## config.mk

```make
export PLATFORM = sky130hd
export DESIGN_NAME = fsm_decoder
export DESIGN_NICKNAME = d
export VERILOG_FILES = /design/src/rtl/fsm_pkg.sv /design/src/rtl/fsm_next.sv /design/src/rtl/fsm_decoder.sv
export SDC_FILE = /design/constraint.sdc
export NUM_CORES = 1
export LEC_CHECK = 0
export CELL_PAD_IN_SITES_DETAIL_PLACEMENT = 0
export CELL_PAD_IN_SITES_GLOBAL_PLACEMENT = 1
export CORE_MARGIN = 2
export CORE_UTILIZATION = 38
export DETAILED_ROUTE_END_ITERATION = 16
export GPL_TIMING_DRIVEN = 0
export PLACE_DENSITY_LB_ADDON = 0.1
export SYNTH_ARGS = -nofsm -noshare
export SYNTH_HDL_FRONTEND = slang
export SYNTH_SLANG_ARGS = --single-unit
```

## constraint.sdc

```tcl
create_clock -name clock -period 6.5 [get_ports clock]
set_input_delay 1.95 -clock clock [delete_from_list [all_inputs] [get_ports clock]]
set_output_delay 1.95 -clock clock [all_outputs]
set_load 0.005 [all_outputs]
```

## src/rtl/fsm_pkg.sv

```systemverilog
// fsm_pkg: ring-FSM encodings, successor mapping and decoder states
package fsm_pkg;
  localparam int NUM_STATES = 5;
  localparam int STATE_W = 3;
  typedef enum logic [STATE_W-1:0] {
    RING_S0 = 3'd0,
    RING_S1 = 3'd1,
    RING_S2 = 3'd2,
    RING_S3 = 3'd3,
    RING_S4 = 3'd4
  } ring_state_e;
  typedef enum logic {EMPTY = 1'b0, TRACK = 1'b1} dec_state_e;
  function automatic logic [STATE_W-1:0] ring_next(input logic [STATE_W-1:0] s);
    return (s == RING_S4) ? RING_S0 : s + 3'd1;
  endfunction
  function automatic logic ring_legal(input logic [STATE_W-1:0] s);
    return s < STATE_W'(NUM_STATES);
  endfunction
endpackage

```

## src/rtl/fsm_next.sv

```systemverilog
// fsm_next: combinational ring successor with legality flag
import fsm_pkg::*;
module fsm_next (
  input  logic [STATE_W-1:0] i_state,
  output logic [STATE_W-1:0] o_next,
  output logic               o_legal
);
  always_comb begin
    o_legal = ring_legal(i_state);
    o_next  = o_legal ? ring_next(i_state) : '0;
  end
endmodule

```

## src/rtl/fsm_decoder.sv

```systemverilog
// fsm_decoder: recovers per-state advance enables of a 5-state ring from its sampled state stream
import fsm_pkg::*;
module fsm_decoder #(
  parameter int LAP_W = 8
) (
  input  logic                  clock,
  input  logic                  reset,
  input  logic                  in_valid,
  input  logic [STATE_W-1:0]    state,
  output logic                  out_valid,
  output logic [NUM_STATES-1:0] adv,
  output logic                  hold,
  output logic                  err,
  output logic                  err_seen,
  output logic [LAP_W-1:0]      laps
);
  dec_state_e                r_fsm, w_fsm_nx;
  logic [STATE_W-1:0]        r_prev, w_prev_nx, w_succ;
  logic                      w_prev_legal, w_legal, w_ov, w_hold, w_err, w_step;
  logic [NUM_STATES-1:0]     w_adv;
  fsm_next u_next (
    .i_state(r_prev),
    .o_next (w_succ),
    .o_legal(w_prev_legal)
  );
  always_comb begin
    w_legal   = ring_legal(state);
    w_fsm_nx  = r_fsm;
    w_prev_nx = r_prev;
    w_ov      = 1'b0;
    w_adv     = '0;
    w_hold    = 1'b0;
    w_err     = 1'b0;
    w_step    = w_prev_legal && state == w_succ;
    if (in_valid && r_fsm == EMPTY) begin
      w_ov      = !w_legal;
      w_err     = !w_legal;
      w_fsm_nx  = w_legal ? TRACK : EMPTY;
      w_prev_nx = w_legal ? state : r_prev;
    end else if (in_valid) begin
      w_ov      = 1'b1;
      w_hold    = w_legal && state == r_prev;
      w_adv     = (w_legal && w_step) ? NUM_STATES'(1) << r_prev : '0;
      w_err     = !w_hold && !(w_legal && w_step);
      w_fsm_nx  = w_legal ? TRACK : EMPTY;
      w_prev_nx = w_legal ? state : r_prev;
    end
  end
  always_ff @(posedge clock) begin
    if (reset) begin
      r_fsm     <= EMPTY;
      r_prev    <= '0;
      out_valid <= 1'b0;
      adv       <= '0;
      hold      <= 1'b0;
      err       <= 1'b0;
      err_seen  <= 1'b0;
      laps      <= '0;
    end else begin
      r_fsm     <= w_fsm_nx;
      r_prev    <= w_prev_nx;
      out_valid <= w_ov;
      adv       <= w_adv;
      hold      <= w_hold;
      err       <= w_err;
      err_seen  <= err_seen | w_err;
      laps      <= laps + LAP_W'(w_adv[NUM_STATES-1]);
    end
  end
endmodule
```

==> flow_summary.yaml <==
synth:
  yosysWarnings: 0
  yosysTopAreaCell: "dfxtp_1"
  synth_fa_ha_area_frac: 0.0887
  syn-instance-count: 111
  avgSynthCellArea_sq_um: 8.89
  synth_seq_cells: 21
  synth_top_area_frac: 0.426
  yosys.area_share.simple: 0.261
  synth_top_family_by_area: "simple AND/OR/NAND/NOR gates"
  synthDistinctLibCells: 29
  synthesis.area_sq_um: 987
  syn_nets: 124
  synth-compound-area-share: 0.0837
  synth_xor_area_frac: 0.0798
  synthMuxAreaShare: 0.0101
  synth_area_leaders: "dfxtp_1 (43%), ha_1 (8.9%), xor2_1 (6.2%)"
  yosysSeqAreaShare: 0.426
critical_path:
  start_kind: "input pin"
  critical_path_arrival_ns: 4.25
  r2r_slack_ns: 3.78
  r2r-start: "r_prev[0]"
  critical_path_class: "input pin to register"
  worstSetupEndpointType: "register"
  worstReg2RegEnd: "laps[7]"
  worstPathRequired_ns: 6.68
  reg2regPathDepth: 11
  crit_end: "laps[7]"
  critical_path.startpoint: "state[2]"
  cp_max_fo: 10
finish:
  design_area_sq_um: 1260
  fin_cells: 166
  layout-drive-gt1-share: 0.0588
  num_antenna_cells: 0
  finalNetCount: 150
  final_util: 0.509
  syn_to_final_growth_pct: 27.8
run:
  maxCapViolCount: 0
routing:
  firstDrtPassIters: 4
  route.detailed.drc: 0
  wl_per_cell_um: 11.3
  totalWireLength_um: 1870
  antenna_left: 0
  vias: 797
  vias_per_cell: 4.80
  drt-initial-drc-count: 10
worst_hold_path:
  min_path_type: "register to register"
  min_from: "err_seen"
clock_tree:
  clk_path_buf_depth: 2
  clkLatencyLatePin_ns: 0.30
  cts.sinks: 21
  post_cts_resized: 0
  cts_setup_buffers: 0
  cts_tree: "built"
  hold_buffers: 0
  cts_buffers: 3
  htreeDepth: 1
  clkTransAtPathRegs_ns: 0.12
  cts-root-buf: "clkbuf_4"
die:
  die_w_um: 55.0
  rows: 18
  die_h_um: 55.0
  start_util: 0.398
  coreArea_sq_um: 2480
  die_area_sq_um: 3020
  io_pins: 23
sta:
  hold_viol_final: 0
  skew_ns: 0.00630
  rsz0062_at_grt: "no"
  worst-slew-pin-transition_ns: 0.463
  maxSlewHeadroom: 0.691
  setup_viol: 0
  fmax_ghz: 0.246
  setup_slack_ns: 2.43
  period_needed_ns: 4.07
  finalSetupTns_ns: 0
  maxSlewViolCount: 0
  finalCritPeriodShare: 0.626
power_and_ir_drop:
  leakage_nw: 0.505
  power_density_nw_per_um2: 179
  ir_worst_vdd_uv: 116
global_routing:
  grt_max_degree: 12
  antenna_found_initial: 0
  grt_pass1_wl_um: 2990
  grtUsageTotal: 0.141
  grt_pass1_vias: 656
  gr-total-overflow: 0
placement:
  postPlaceCellArea_sq_um: 1230
  hpwl_um: 1400
  routabilityCongestion: 0.720
  io_buffer_count: 21
  pre_cts_ws_ns: 2.07
  placedCellCount: 162
run_status:
  outcome: "finished clean"
[registers in the layout (all words and copies together) (netlist names)]
| name | flops |
|---|---|
| adv | 5 |
| err | 1 |
| err_seen | 1 |
| hold | 1 |
| laps | 8 |
| out_valid | 1 |
| r_fsm | 1 |
| r_prev | 3 |
[per-stage QoR]
step,power (mW),hold slack (ns)
2_1_floorplan,0.156,0.452
3_3_place_gp,0.166,0.461
3_5_place_dp,0.167,0.478
4_1_cts,0.229,0.506
5_1_grt,0.239,0.533
6_report,0.226,0.506
[worst max-delay path, stage by stage]
cell	delay, ns
clkdlybuf4s50_1	0.43
buf_2	0.19
a211oi_1	0.24
o221ai_1	0.14
nand4b_4	0.24
nor3_1	0.30
ha_1	0.23
and3_1	0.25
nand3_1	0.11
xor2_1	0.13
nor2_1	0.05
[cell families (layout without fill, tap and decap cells)]
logic type                 Yosys count  after routing
DFF                                 21             21
and+or+nand+nor                     48             48
muxes                                1              1
xor gates and xnor gates             9              9
buffers and inverters               11             36
AOI/OAI and AO/OA                   14             14
adders and majority gates            7              7
[where the power goes]
group	switching (mW)	total (mW)	internal, mW
sequential	0.00340	0.135	0.132
combinational	0.0147	0.0287	0.0140
clock	0.0388	0.0627	0.0239
total	0.0569	0.226	0.169
[synthesized netlist by cell type]
cell type	n
nand3_1	3
o21ai_0	2
nor2_1	12
or4_4	1
nor4_1	4
a22o_1	1
nand4_1	1
xnor2_1	2
nor3_1	3
nand2_1	14
mux2i_1	1
clkbuf_1	1
nand2b_1	1
and3_1	3
ha_1	7
nand4b_4	1
a211oi_1	2
dfxtp_1	21
nor2b_1	2
and3b_1	1
buf_2	1
o21ai_1	3
and2_1	1
o221ai_1	1
xor2_1	7
a21oi_1	5
inv_1	8
buf_6	1
and3_4	1
[layout by cell type, fill, tap and decap left out, types with 4 or more instances in the layout]
| cell type | synthesis | routed |
|---|---|---|
| nand2_1 | 14 | 14 |
| xor2_1 | 7 | 7 |
| clkdlybuf4s50_1 | 0 | 21 |
| nor4_1 | 4 | 4 |
| dfxtp_1 | 21 | 21 |
| a21oi_1 | 5 | 5 |
| nor2_1 | 12 | 12 |
| ha_1 | 7 | 7 |
| inv_1 | 8 | 8 |
[worst min path at each step]
| stage | slack [ns] | endpoint | cells past startpoint |
|---|---|---|---|
| finish | 0.51 | err_seen | 1 |
| global route | 0.53 | err_seen | 1 |
| CTS | 0.51 | err_seen | 1 |
| detailed placement | 0.48 | err_seen | 1 |
| global placement | 0.46 | err_seen | 1 |
| floorplan | 0.45 | adv[3] | 2 |
[layer usage]
metal / global-route usage / routed length, um / vias up
li1: - / - / 425
met1: 0.211 / 959 / 351
met2: 0.192 / 782 / 19
met3: 0.0323 / 109 / 2
met4: 0.0610 / 15 / 0
met5: 0 / 0 / -
[cell type report]
type | instances | area [sq um]
buffer | 3 | 20.0
clock buffer | 4 | 26.3
fill | 263 | 1220
inverter | 8 | 30.0
multi-input combinational | 79 | 517
sequential | 21 | 420
tap | 30 | 37.5
timing repair buffer | 21 | 210
Note: power is estimated with default switching activity, not from simulation.
